$ cat src/rtl/sort_ctrl_fsm.sv
// Sequencer for the 4-entry descending bubble-sort datapath.
// Define SORT_CTRL_STEP_EN to add a STEP input that gates each compare.
module sort_ctrl_fsm #(
   parameter int MAX_PASS = 4,
   parameter int CNT_W    = 4
) (
   input  logic             CLK,
   input  logic             CLR,
   input  logic             START,
`ifdef SORT_CTRL_STEP_EN
   input  logic             STEP,
`endif
   input  logic [2:0]       LT,
   output logic [5:0]       SEL,
   output logic [3:0]       LD,
   output logic             BUSY,
   output logic             DONE,
   output logic             ERR,
   output logic [CNT_W-1:0] SWAP_CNT,
   output logic [CNT_W-1:0] PASS_CNT
);

   localparam logic [2:0] S_IDLE = 3'd0;
   localparam logic [2:0] S_LOAD = 3'd1;
   localparam logic [2:0] S_CMP0 = 3'd2;
   localparam logic [2:0] S_CMP1 = 3'd3;
   localparam logic [2:0] S_CMP2 = 3'd4;
   localparam logic [2:0] S_DONE = 3'd5;

   localparam logic [CNT_W-1:0] PASS_MAX = CNT_W'(MAX_PASS);

   logic [2:0]       r_state;
   logic [2:0]       w_state_nxt;
   logic             r_start_q;
   logic             r_swap;
   logic             r_err;
   logic [CNT_W-1:0] r_swap_cnt;
   logic [CNT_W-1:0] r_pass_cnt;

   logic             w_start_edge;
   logic             w_adv;
   logic             w_lt_cur;
   logic             w_do_swap;
   logic             w_pass_swapped;
   logic             w_last;
   logic [CNT_W-1:0] w_pass_nxt;

   assign w_start_edge = START & ~r_start_q;

`ifdef SORT_CTRL_STEP_EN
   logic r_step_q;
   assign w_adv = STEP & ~r_step_q;
`else
   assign w_adv = 1'b1;
`endif

   always_comb begin
      w_lt_cur = 1'b0;
      case (r_state)
         S_CMP0:  w_lt_cur = LT[0];
         S_CMP1:  w_lt_cur = LT[1];
         S_CMP2:  w_lt_cur = LT[2];
         default: w_lt_cur = 1'b0;
      endcase
   end

   assign w_do_swap      = w_adv & w_lt_cur;
   assign w_pass_nxt     = r_pass_cnt + 1'b1;
   assign w_pass_swapped = r_swap | LT[2];
   assign w_last         = (w_pass_nxt >= PASS_MAX);

   // Compare-state SEL/LD are Mealy: they follow LT within the cycle
   always_comb begin
      w_state_nxt = r_state;
      SEL         = '0;
      LD          = '0;
      case (r_state)
         S_IDLE: if (w_start_edge) w_state_nxt = S_LOAD;
         S_LOAD: begin
            LD          = 4'b1111;
            w_state_nxt = S_CMP0;
         end
         S_CMP0: if (w_adv) begin
            w_state_nxt = S_CMP1;
            if (LT[0]) begin
               SEL = 6'b000011;
               LD  = 4'b0011;
            end
         end
         S_CMP1: if (w_adv) begin
            w_state_nxt = S_CMP2;
            if (LT[1]) begin
               SEL = 6'b010100;
               LD  = 4'b0110;
            end
         end
         S_CMP2: if (w_adv) begin
            if (LT[2]) begin
               SEL = 6'b101000;
               LD  = 4'b1100;
            end
            if (w_pass_swapped && !w_last) w_state_nxt = S_CMP0;
            else                           w_state_nxt = S_DONE;
         end
         S_DONE: if (w_start_edge) w_state_nxt = S_LOAD;
         default: w_state_nxt = S_IDLE;
      endcase
   end

   // Start history resets high so a button held through reset is ignored
   always_ff @(posedge CLK or negedge CLR) begin
      if (!CLR) begin
         r_state    <= S_IDLE;
         r_start_q  <= 1'b1;
`ifdef SORT_CTRL_STEP_EN
         r_step_q   <= 1'b1;
`endif
         r_swap     <= 1'b0;
         r_err      <= 1'b0;
         r_swap_cnt <= '0;
         r_pass_cnt <= '0;
      end else begin
         r_state   <= w_state_nxt;
         r_start_q <= START;
`ifdef SORT_CTRL_STEP_EN
         r_step_q  <= STEP;
`endif
         if (r_state == S_LOAD) begin
            r_swap     <= 1'b0;
            r_err      <= 1'b0;
            r_swap_cnt <= '0;
            r_pass_cnt <= '0;
         end else begin
            if (w_do_swap) begin
               r_swap <= 1'b1;
               if (r_swap_cnt != '1) r_swap_cnt <= r_swap_cnt + 1'b1;
            end
            if (r_state == S_CMP2 && w_adv) begin
               r_swap <= 1'b0;
               if (r_pass_cnt != PASS_MAX) r_pass_cnt <= w_pass_nxt;
               if (w_pass_swapped && w_last) r_err <= 1'b1;
            end
         end
      end
   end

   assign BUSY     = (r_state == S_LOAD) || (r_state == S_CMP0) ||
                     (r_state == S_CMP1) || (r_state == S_CMP2);
   assign DONE     = (r_state == S_DONE);
   assign ERR      = r_err;
   assign SWAP_CNT = r_swap_cnt;
   assign PASS_CNT = r_pass_cnt;

endmodule

$ cat config.mk
export PLATFORM = sky130hd
export DESIGN_NAME = sort_ctrl_fsm
export DESIGN_NICKNAME = d
export VERILOG_FILES = /design/src/rtl/sort_ctrl_fsm.sv
export SDC_FILE = /design/constraint.sdc
export NUM_CORES = 1
export LEC_CHECK = 0
export ABC_AREA = 1
export ABC_CLOCK_PERIOD_IN_PS = 1520
export BUFFER_PORTS_ARGS = -buffer_cell sky130_fd_sc_hd__buf_4
export CORE_MARGIN = 3
export CORE_UTILIZATION = 50
export DETAILED_ROUTE_END_ITERATION = 10
export GPL_TIMING_DRIVEN = 0
export PLACE_DENSITY_LB_ADDON = 0.08
export SETUP_SLACK_MARGIN = 0.05
export SLEW_MARGIN = 10
export SYNTH_ARGS = -nofsm -noshare
export SYNTH_HDL_FRONTEND = slang
export SYNTH_SLANG_ARGS = --single-unit
$ cat constraint.sdc
create_clock -name CLK -period 1.52 [get_ports CLK]
set_input_delay 0.304 -clock CLK [delete_from_list [all_inputs] [get_ports CLK]]
set_output_delay 0.304 -clock CLK [all_outputs]
set_load 0.02 [all_outputs]
==> Implementation_results.wiki, run 1 <==
{| class="wikitable"
! Metric !! Value
|-
| Peak fanout along the critical path || 4
|-
| Fmax || 544 MHz
|-
| Top cell family by delay on the critical path || simple AND/OR/NAND/NOR gates
|-
| Worst IR drop on VDD || 1950 uV
|-
| Post-Place Setup Slack || -0.0164 ns
|-
| Fraction of synthesized cell area taken by the top area cell type || 35.5%
|-
| Clock-pin slew on the worst setup and hold paths || 0.10 ns
|-
| Share of async-settable or async-resettable flops after synthesis || 100%
|-
| Yosys warning total || 0
|-
| Data required, critical path || 1.22 ns
|-
| Number of distinct standard cells referenced by the synthesized netlist || 30
|-
| Critical path endpoint category || output pin
|-
| Max Root-Sink Buffers || 2
|-
| TritonCTS sink count || 14
|-
| FF+latch count, synth || 14
|-
| Number of filler cells placed in the layout || 38
|-
| Level count of the clock H-tree || 1
|-
| Final max-slew violation count || 0
|-
| Number of failing hold endpoints at the final stage || 0
|-
| Starting density of the core || 56.9%
|-
| GRT Residual Overflow || 0
|-
| Internal Power || 2000 uW
|-
| Final cycle utilization of the critical path || 121%
|-
| Nets in the synthesized netlist || 125
|-
| Number of clock buffers inserted by TritonCTS || 3
|-
| Final setup vio count || 17
|-
| Antenna cell count || 0
|-
| Final std cells w/o fill || 197
|-
| Reg2Reg Setup Slack || -0.14 ns
|-
| Post-route ant nets || 0
|-
| Number of vias after detailed routing || 1245
|-
| Final weighted congestion in routability-driven placement || 0.831
|-
| Post-route minimum period || 1.84 ns
|-
| Max-cap violations || 0
|-
| Power per standard cell area || 2640 nW/um2
|-
| Detailed Route WL || 4610 um
|-
| Worst setup skew after layout || 0.000704 ns
|-
| Violations in the final reports || negative setup slack
|-
| Pre-Repair DR Iteration Count || 4
|-
| Multi-input gate area || 568 um2
|-
| Largest cells by area after synthesis || sky130_fd_sc_hd__dfrtp_1, sky130_fd_sc_hd__nand2_1, sky130_fd_sc_hd__nand3_1
|-
| Kind of launch point of the worst setup path || flip-flop
|-
| Routed wire per std cell || 23.4 um
|-
| Switching Power || 2100 uW
|-
| Signal arrival time at the worst endpoint || 1.53 ns
|-
| Sequential cell fraction of total power || 17.1%
|-
| Placement Cell Area || 1150 um2
|-
| Synthesized area per cell || 7.91 um2
|-
| Starting DRT DRC Count || 88
|-
| Clk Latency, worst-skew pair || 0.30 ns
|-
| Static leakage || 0.000848 uW
|-
| Cell type with the highest occurrence count on the critical path || sky130_fd_sc_hd__nand2_2
|-
| Antenna violations before repair || 0
|-
| First-pass GRT wire length || 5420 um
|-
| DP HPWL || 1570 um
|-
| Delay contributed by the slowest stage of the critical path || 0.40 ns
|-
| Die Span Y || 48.8 um
|-
| Layout overhead on the synthesized area || 69.6%
|-
| Routed vias/inst || 6.32
|-
| CTS tree || yes
|-
| Most frequent cell after synthesis || sky130_fd_sc_hd__nand2_1
|-
| Cells after synthesis || 116
|-
| Port Buffer Count || 26
|-
| Synth Cell Area || 917 um2
|-
| Headroom to the max-slew limit || 74.4%
|-
| Die X || 48.8 um
|-
| Clock share of power || 7.3%
|-
| Combined flip-flop and latch cell area || 357 um2
|-
| Share of synthesized area occupied by flip-flops and latches || 38.3%
|-
| Worst Path Class, Setup || flip-flop to output pin
|-
| Standard cell with the maximum stage delay on the critical path || sky130_fd_sc_hd__dfrtp_1
|-
| Top flip-flop cell by instance count after synthesis || sky130_fd_sc_hd__dfrtp_1
|-
| Tightest Hold Check Type || input pin to flip-flop
|-
| Area inside the core boundary || 1610 um2
|-
| CP Cell Sequence || buf_4 -> nand4_1 -> nand2_2 -> inv_2 -> nand2_2 -> buf_6
|-
| Top-level I/O count || 27
|-
| Most used standard cells in the synthesized netlist || sky130_fd_sc_hd__nand2_1, sky130_fd_sc_hd__dfrtp_1, sky130_fd_sc_hd__nand3_1
|-
| Via count of the first global-routing pass || 1105
|-
| Cell count after placement || 166
|-
| Biggest area consumer among synthesized cells || sky130_fd_sc_hd__dfrtp_1
|-
| Count of flip-flops with a built-in enable after synthesis || 0
|-
| Unrepaired setup endpoints after global routing || yes
|-
| Die area || 2380 um2
|-
| Number of rows in the core area || 14
|-
| Pin count of the biggest net entering global routing || 15
|-
| Ratio of cells with drive above 1 in the final layout || 57.2%
|-
| Post-route DRC || 0
|-
| Result of the run || finished, violations left
|-
| Fraction of power spent switching nets || 51.2%
|-
| Total routing usage reported by global routing || 29.8%
|-
| Combinational share of power || 75.6%
|-
| Worst hold margin || 0.112 ns
|-
| Root buffer selected by CTS || sky130_fd_sc_hd__clkbuf_4
|-
| Design Area, Final || 1560 um2
|-
| Net count of the finished layout || 183
|-
| Buffers & Inverters on Critical Path || 3
|-
| Post-Route Utilization || 96.5%
|-
| PnR worst setup slack || -0.318 ns
|-
| Slew @ Worst Pin || 0.380 ns
|}
## layer usage
layer / GRT usage [%] / wire (um) / vias to the layer above
li1: - / - / 488
met1: 37.5 / 1570 / 572
met5: 0 / 0 / -
met3: 6.42 / 582 / 38
met2: 50.2 / 2120 / 147
met4: 10.4 / 336 / 0
## logic make-up (layout without fill, tap and decap cells)
logic type	count (synthesis)	in the layout	synth area share, %
flops	14	14	38.3
xor+xnor	2	2	1.91
fa+ha+maj	3	3	4.09
buf+inv	19	76	9.55
compound gates	10	10	6.14
simple gates	68	68	40.0
## through the flow
step	power (uW)	TNS, ns
floorplan	1880	0
CTS	3310	-1.37
global placement	2370	-0.00522
finish	4100	-2.78
detailed placement	2430	-0.0164
global route	4230	-3.23
## cells in the final DEF (no fill, tap or decap), types with 2 or more instances in the layout
| master | Yosys | routed |
|---|---|---|
| sky130_fd_sc_hd__nand2_1 | 29 | 22 |
| sky130_fd_sc_hd__clkbuf_4 | 0 | 3 |
| sky130_fd_sc_hd__buf_6 | 0 | 15 |
| sky130_fd_sc_hd__nand2_2 | 4 | 8 |
| sky130_fd_sc_hd__nand4_1 | 2 | 2 |
| sky130_fd_sc_hd__nor2_1 | 6 | 4 |
| sky130_fd_sc_hd__nand2_4 | 2 | 5 |
| sky130_fd_sc_hd__inv_1 | 11 | 8 |
| sky130_fd_sc_hd__a21oi_1 | 2 | 2 |
| sky130_fd_sc_hd__ha_1 | 3 | 3 |
| sky130_fd_sc_hd__buf_4 | 3 | 39 |
| sky130_fd_sc_hd__nand3_1 | 12 | 10 |
| sky130_fd_sc_hd__dfrtp_1 | 13 | 9 |
| sky130_fd_sc_hd__nor2_4 | 2 | 5 |
| sky130_fd_sc_hd__inv_4 | 2 | 3 |
| sky130_fd_sc_hd__o22ai_1 | 2 | 2 |
| sky130_fd_sc_hd__nand3_2 | 2 | 3 |
| sky130_fd_sc_hd__dfrtp_2 | 0 | 4 |
| sky130_fd_sc_hd__nand3b_1 | 2 | 2 |
| sky130_fd_sc_hd__o21ai_0 | 3 | 3 |
| sky130_fd_sc_hd__o21ai_1 | 2 | 2 |
| sky130_fd_sc_hd__inv_2 | 2 | 3 |
## power groups by stage
stage / Clock [uW] / Combinational (uW) / Sequential, uW
floorplan: 0 / 1140 / 736
CTS: 291 / 2360 / 658
detailed placement: 0 / 1750 / 683
global route: 316 / 3200 / 712
finish: 299 / 3100 / 704
global placement: 0 / 1690 / 674
## timing repair
item,4_1_cts,5_1_grt
setup endpoints to repair,13,22
setup buffers,16,11
hold buffers,1,0
pin swaps,6,11
gates resized for setup,28,18
hold endpoints to repair,13,0
## worst register-to-register path, cell delays in order (launching register included)
cell	delay [ns]
sky130_fd_sc_hd__dfrtp_1	0.40
sky130_fd_sc_hd__buf_4	0.17
sky130_fd_sc_hd__nand4_1	0.22
sky130_fd_sc_hd__nand2_2	0.18
sky130_fd_sc_hd__inv_2	0.07
sky130_fd_sc_hd__buf_4	0.15
sky130_fd_sc_hd__nand2_4	0.10
sky130_fd_sc_hd__nand2_4	0.08
sky130_fd_sc_hd__nand2_1	0.09
sky130_fd_sc_hd__nand2_1	0.08
## path summary, 6_finish.rpt
path / start / end / depth (start not counted)
max: r_state[1] / LD[2] / 6
max reg2reg: r_state[1] / SWAP_CNT[2] / 9
min: START / r_start_q / 1
min reg2reg: r_swap / r_swap / 2
max in group asynchronous: CLR / r_start_q / 2
min in group asynchronous: CLR / SWAP_CNT[1] / 2
## sequential cells by signal, indices dropped and copies added (netlist names)
signal / count
r_swap: 1
PASS_CNT: 4
r_start_q: 1
r_state: 3
SWAP_CNT: 4
ERR: 1
## layout make-up
class                      instances  area share, %
multi-input combinational         83           36.5
sequential                        14           22.9
inverter                          16           4.67
timing repair buffer              53           29.7
clock buffer                       4           2.33
buffer                             3           1.93
tap                               24           1.93
Note: power is estimated with default switching activity, not from simulation.
==> run 2: changes to the inputs <==
--- a/config.mk
+++ b/config.mk
@@ -14,6 +14,7 @@
 export GPL_TIMING_DRIVEN = 0
 export PLACE_DENSITY_LB_ADDON = 0.08
 export SETUP_SLACK_MARGIN = 0.05
+export SKIP_LAST_GASP = 1
 export SLEW_MARGIN = 10
 export SYNTH_ARGS = -nofsm -noshare
 export SYNTH_HDL_FRONTEND = slang
==> Implementation_results.wiki, run 2 (synthesis gave the netlist of run 1 again) <==
{| class="wikitable"
! Metric !! Value
|-
| Result of the run || finished, violations left
|-
| Violations in the final reports || negative setup slack
|-
| Worst Path Class, Setup || flip-flop to output pin
|-
| Pin count of the biggest net entering global routing || 15 (unchanged)
|-
| Via count of the first global-routing pass || 1096 (-0.81%)
|-
| Number of failing hold endpoints at the final stage || 0 (unchanged)
|-
| Placement Cell Area || 1150 um2 (unchanged)
|-
| TritonCTS sink count || 14 (unchanged)
|-
| Post-route DRC || 0 (unchanged)
|-
| Starting DRT DRC Count || 34 (-61%)
|-
| Top-level I/O count || 27 (unchanged)
|-
| Final weighted congestion in routability-driven placement || 0.831 (unchanged)
|-
| Number of filler cells placed in the layout || 55 (+45%)
|-
| Accumulated negative setup slack || -1.98 ns (+0.801 ns)
|-
| Die area || 2380 um2 (unchanged)
|-
| Total routing usage reported by global routing || 26.6% (-3.2 points)
|-
| Design Area, Final || 1520 um2 (-2.3%)
|-
| Root buffer selected by CTS || sky130_fd_sc_hd__clkbuf_4
|-
| Antenna violations before repair || 0 (unchanged)
|-
| Tightest Hold Check Type || input pin to flip-flop
|-
| Data required, critical path || 1.22 ns (about the same)
|-
| Ratio of cells with drive above 1 in the final layout || 54.4% (-2.8 points)
|-
| Static leakage || 0.000826 uW (-2.6%)
|-
| Top cell family by delay on the critical path || flip-flops
|-
| Area inside the core boundary || 1610 um2 (unchanged)
|-
| Die Span Y || 48.8 um (unchanged)
|-
| First-pass GRT wire length || 4970 um (-8.3%)
|-
| Level count of the clock H-tree || 1 (unchanged)
|-
| Clk Latency, worst-skew pair || 0.30 ns (about the same)
|-
| Number of rows in the core area || 14 (unchanged)
|-
| Standard cell with the maximum stage delay on the critical path || sky130_fd_sc_hd__dfrtp_2
|-
| Port Buffer Count || 26 (unchanged)
|-
| Final cycle utilization of the critical path || 115% (-5.8 points)
|-
| Routed vias/inst || 5.66 (-10%)
|-
| Most common cell after layout, fill and taps aside || sky130_fd_sc_hd__buf_4
|-
| Net count of the finished layout || 179 (-2.2%)
|-
| Unrepaired setup endpoints after global routing || yes
|-
| Worst IR drop on VDD || 1730 uV (-11%)
|-
| Number of clock buffers inserted by TritonCTS || 3 (unchanged)
|-
| Buffers & Inverters on Critical Path || 3 (unchanged)
|-
| Fmax || 572 MHz (+5.1%)
|-
| Critical path endpoint category || output pin
|-
| Cell type with the highest occurrence count on the critical path || sky130_fd_sc_hd__buf_6
|-
| Highest-count cells in the layout ignoring fill and taps || sky130_fd_sc_hd__buf_4, sky130_fd_sc_hd__nand2_1, sky130_fd_sc_hd__buf_6
|-
| CP Cell Sequence || buf_6 -> nor2_4 -> buf_6 -> nor2_4 -> nand2_2 -> buf_6
|-
| Max Root-Sink Buffers || 2 (unchanged)
|-
| Post-route ant nets || 0 (unchanged)
|-
| Detailed Route WL || 3480 um (-24%)
|-
| Starting density of the core || 56.9% (unchanged)
|-
| Clock-pin slew on the worst setup and hold paths || 0.10 ns (about the same)
|-
| Final std cells w/o fill || 193 (-2.0%)
|-
| Layout overhead on the synthesized area || 65.6%
|-
| PnR worst setup slack || -0.229 ns (+0.0889 ns)
|-
| Power per standard cell area || 2470 nW/um2 (-6.2%)
|-
| Kind of launch point of the worst setup path || flip-flop
|-
| Final max-slew violation count || 0 (unchanged)
|-
| Routed wire per std cell || 18.0 um (-23%)
|-
| Peak fanout along the critical path || 3 (-1)
|-
| Delay contributed by the slowest stage of the critical path || 0.46 ns (+0.06 ns)
|-
| Die X || 48.8 um (unchanged)
|-
| DP HPWL || 1570 um (unchanged)
|-
| Post-route minimum period || 1.75 ns (-0.0889 ns)
|-
| GRT Residual Overflow || 0 (unchanged)
|-
| Signal arrival time at the worst endpoint || 1.45 ns (-0.08 ns)
|-
| CTS tree || yes
|-
| Worst hold margin || 0.102 ns (-0.00957 ns)
|-
| Max-cap violations || 0 (unchanged)
|-
| Number of vias after detailed routing || 1092 (-12%)
|-
| Post-Route Utilization || 94.3% (-2.3 points)
|-
| Final setup vio count || 12 (-5)
|-
| Headroom to the max-slew limit || 82.1% (+7.7 points)
|-
| Slew @ Worst Pin || 0.265 ns (-0.115 ns)
|-
| Worst setup skew after layout || 0.00566 ns (+0.00496 ns)
|-
| Pre-Repair DR Iteration Count || 4 (unchanged)
|-
| Antenna cell count || 0 (unchanged)
|-
| Cell count after placement || 166 (unchanged)
|}
run 2: worst reg2reg max path, delay by kind of cell (launching register included):
family | cells | cell delay [ns]
buffers and inverters | 4 | 0.48
flip-flops | 1 | 0.46
AND/OR/NAND/NOR | 5 | 0.47
run 2: per-layer routing:
layer | global-route usage [%] | up-vias | wire [um]
li1 | - | 476 | -
met1 | 32.9 | 541 | 1430
met2 | 45.7 | 70 | 1740
met3 | 6.12 | 5 | 269
met4 | 8.06 | 0 | 42
met5 | 0 | - | 0
run 2: timing repair:
item                       CTS  global route
setup endpoints to repair   13            19
hold buffers                 1             0
gates cloned                 0             0
hold endpoints to repair    13             0
gates resized for setup     25            17
pin swaps                    6             8
buffers inserted            16             6
run 2: where the power goes:
group | switching [uW] | internal (uW)
logic | 1510 | 1250
clock network | 151 | 146
registers | 187 | 515
run 2: path summary, 6_finish.rpt:
kind,start,endpoint,slack (ns),cells past startpoint
min,START,r_start_q,0.10,1
max,r_state[2],LD[1],-0.23,6
min reg2reg,SWAP_CNT[2],SWAP_CNT[2],0.56,2
max in group asynchronous,CLR,r_start_q,0.87,2
max reg2reg,r_state[2],SWAP_CNT[0],0.01,9
min in group asynchronous,CLR,PASS_CNT[1],0.40,2
run 2: through the flow:
step                setup WS [ns]  power [uW]
global route               -0.278        3950
CTS                        -0.172        3280
finish                     -0.229        3760
floorplan                  0.0903        1880
global placement         -0.00522        2370
detailed placement        -0.0164        2430
run 2: final cells by class:
type,instances,area (um2),share of cell area [%]
Timing Repair Buffer,49,439,28.9
Buffer,3,30.0,1.98
Tap cell,24,30.0,1.98
Multi-Input combinational cell,83,558,36.7
Sequential cell,14,355,23.4
Inverter,16,70.1,4.61
Clock buffer,4,36.3,2.39
==> run 3: changes to the inputs <==
--- a/config.mk
+++ b/config.mk
@@ -6,12 +6,11 @@
 export NUM_CORES = 1
 export LEC_CHECK = 0
 export ABC_AREA = 1
-export ABC_CLOCK_PERIOD_IN_PS = 1520
+export ABC_CLOCK_PERIOD_IN_PS = 1700
 export BUFFER_PORTS_ARGS = -buffer_cell sky130_fd_sc_hd__buf_4
 export CORE_MARGIN = 3
 export CORE_UTILIZATION = 50
 export DETAILED_ROUTE_END_ITERATION = 10
-export GPL_TIMING_DRIVEN = 0
 export PLACE_DENSITY_LB_ADDON = 0.08
 export SETUP_SLACK_MARGIN = 0.05
 export SKIP_LAST_GASP = 1
==> constraint.sdc (replaced) <==
create_clock -name CLK -period 1.7 [get_ports CLK]
set_input_delay 0.34 -clock CLK [delete_from_list [all_inputs] [get_ports CLK]]
set_output_delay 0.34 -clock CLK [all_outputs]
set_load 0.02 [all_outputs]
==> Implementation_results.wiki, run 3 (synthesis gave the netlist of run 1 again) <==
{| class="wikitable"
! Metric !! Value
|-
| Result of the run || finished, violations left
|-
| Violations in the final reports || negative setup slack
|-
| Post-route ant nets || 0 (unchanged)
|-
| Total routing usage reported by global routing || 21.1% (-5.5 points)
|-
| Final weighted congestion in routability-driven placement || 0.862 (+3.8%)
|-
| Final cycle utilization of the critical path || 105%
|-
| Accumulated negative setup slack || -0.184 ns (+1.79 ns)
|-
| Post-route minimum period || 1.78 ns
|-
| Routed vias/inst || 5.41 (-4.4%)
|-
| Highest-count cells in the layout ignoring fill and taps || sky130_fd_sc_hd__buf_4, sky130_fd_sc_hd__nand2_1, sky130_fd_sc_hd__dfrtp_1, sky130_fd_sc_hd__nand3_1, sky130_fd_sc_hd__buf_6
|-
| Post-route DRC || 0 (unchanged)
|-
| Signal arrival time at the worst endpoint || 1.44 ns (about the same)
|-
| Final max-slew violation count || 0 (unchanged)
|-
| Area inside the core boundary || 1610 um2 (unchanged)
|-
| Final setup vio count || 4 (-8)
|-
| Total routed wire length on the met1 layer || 1150 um (-20%)
|-
| GRT Residual Overflow || 0 (unchanged)
|-
| Top-level I/O count || 27 (unchanged)
|-
| Data required, critical path || 1.36 ns (+0.14 ns)
|-
| Top Layer Used || met4
|-
| Worst hold margin || 0.157 ns (+0.0546 ns)
|-
| Number of rows in the core area || 14 (unchanged)
|-
| Die Span Y || 48.8 um (unchanged)
|-
| Worst setup skew after layout || 0.00446 ns (-0.00120 ns)
|-
| Number of failing hold endpoints at the final stage || 0 (unchanged)
|-
| Via count of the first global-routing pass || 835 (-24%)
|-
| Routed wire per std cell || 15.7 um (-13%)
|-
| Pre-Repair DR Iteration Count || 4 (unchanged)
|-
| Peak fanout along the critical path || 6 (+3)
|-
| Max Root-Sink Buffers || 2 (unchanged)
|-
| PnR worst setup slack || -0.0824 ns (+0.147 ns)
|-
| Number of filler cells placed in the layout || 77 (+40%)
|-
| TritonCTS sink count || 14 (unchanged)
|-
| Level count of the clock H-tree || 1 (unchanged)
|-
| Static leakage || 0.000783 uW (-5.3%)
|-
| Fmax || 561 MHz
|-
| Detailed Route WL || 2940 um (-16%)
|-
| Critical path endpoint category || output pin
|-
| Pin count of the biggest net entering global routing || 15 (unchanged)
|-
| Met2 wire length || 1530 um (-12%)
|-
| First-pass GRT wire length || 3880 um (-22%)
|-
| Unrepaired setup endpoints after global routing || yes
|-
| Root buffer selected by CTS || sky130_fd_sc_hd__clkbuf_4
|-
| Number of vias after detailed routing || 1011 (-7.4%)
|-
| Worst IR drop on VDD || 1550 uV (-10%)
|-
| Clk Latency, worst-skew pair || 0.29 ns (about the same)
|-
| Power per standard cell area || 2180 nW/um2 (-12%)
|-
| DP HPWL || 1510 um (-3.7%)
|-
| Kind of launch point of the worst setup path || flip-flop
|-
| Net count of the finished layout || 173 (-3.4%)
|-
| CTS tree || yes
|-
| Antenna cell count || 0 (unchanged)
|-
| Antenna violations before repair || 0 (unchanged)
|-
| Headroom to the max-slew limit || 82.2% (about the same)
|-
| Die X || 48.8 um (unchanged)
|-
| Starting density of the core || 56.9% (unchanged)
|-
| Number of clock buffers inserted by TritonCTS || 3 (unchanged)
|-
| Layout overhead on the synthesized area || 54.4%
|-
| Starting DRT DRC Count || 37 (+8.8%)
|-
| Most common cell after layout, fill and taps aside || sky130_fd_sc_hd__buf_4
|-
| Sum of met3 wire segment lengths after detailed routing || 177 um (-34%)
|-
| Post-Route Utilization || 87.9% (-6.4 points)
|-
| Port Buffer Count || 26 (unchanged)
|-
| Die area || 2380 um2 (unchanged)
|-
| Clock-pin slew on the worst setup and hold paths || 0.08 ns (-0.02 ns)
|-
| Max-cap violations || 0 (unchanged)
|-
| Tightest Hold Check Type || input pin to flip-flop
|-
| Slew @ Worst Pin || 0.265 ns (-0.000881 ns)
|-
| Ratio of cells with drive above 1 in the final layout || 48.5% (-6.0 points)
|-
| Worst Path Class, Setup || flip-flop to output pin
|}
[run 3: cell type report]
class	instances	area [um2]	share of cell area, %
timing repair buffer	46	398	28.1
multi-input combinational	83	531	37.5
tap	24	30.0	2.12
clock buffer	4	36.3	2.56
sequential	14	354	25.0
inverter	16	67.6	4.77
[run 3: path summary, 6_finish.rpt]
kind                       cells past startpoint  slack, ns        start     endpoint
max                                            8      -0.08   r_state[2]        LD[2]
min reg2reg                                    2       0.52          ERR          ERR
max in group asynchronous                      2       1.03          CLR    r_start_q
min                                            1       0.16        START    r_start_q
max reg2reg                                    7       0.15  PASS_CNT[0]   r_state[0]
min in group asynchronous                      2       0.42          CLR  PASS_CNT[1]
[run 3: stage by stage]
step	cell area [um2]	total power [uW]	worst slack (ns)	cells
finish	1420	3090	-0.0824	187
detailed placement	1120	2130	0.136	163
floorplan	917	1670	0.144	116
global route	1420	3300	-0.161	187
global placement	1120	2090	0.142	163
CTS	1320	2750	-0.0220	181
[run 3: routing by layer]
| metal | GRT usage, % | vias to the layer above |
|---|---|---|
| li1 | - | 467 |
| met1 | 26.7 | 482 |
| met2 | 35.7 | 51 |
| met3 | 3.98 | 11 |
| met4 | 7.11 | 0 |
| met5 | 0 | - |
[run 3: what timing repair did]
item | in CTS | in global routing
hold buffers | 1 | 0
hold endpoints to repair | 13 | 0
pin swaps | 7 | 7
setup endpoints to repair | 11 | 13
resized for setup | 14 | 14
setup buffers | 13 | 6
[run 3: report_power, final]
part	leakage [uW]	switching (uW)	internal (uW)
registers	0.000177	142	458
logic	0.000584	1240	1000
clock network	0.0000210	116	131
total	0.000783	1500	1590
[run 3: critical path, cell delays in order, from the launching register on]
cell and delay, ns:
sky130_fd_sc_hd__dfrtp_2 0.41, sky130_fd_sc_hd__clkinv_4 0.10, sky130_fd_sc_hd__buf_12 0.14, sky130_fd_sc_hd__nor2_8 0.12, sky130_fd_sc_hd__nand2_4 0.08, sky130_fd_sc_hd__nand2_2 0.07
sky130_fd_sc_hd__inv_2 0.05, sky130_fd_sc_hd__nand2_2 0.06, sky130_fd_sc_hd__buf_6 0.11
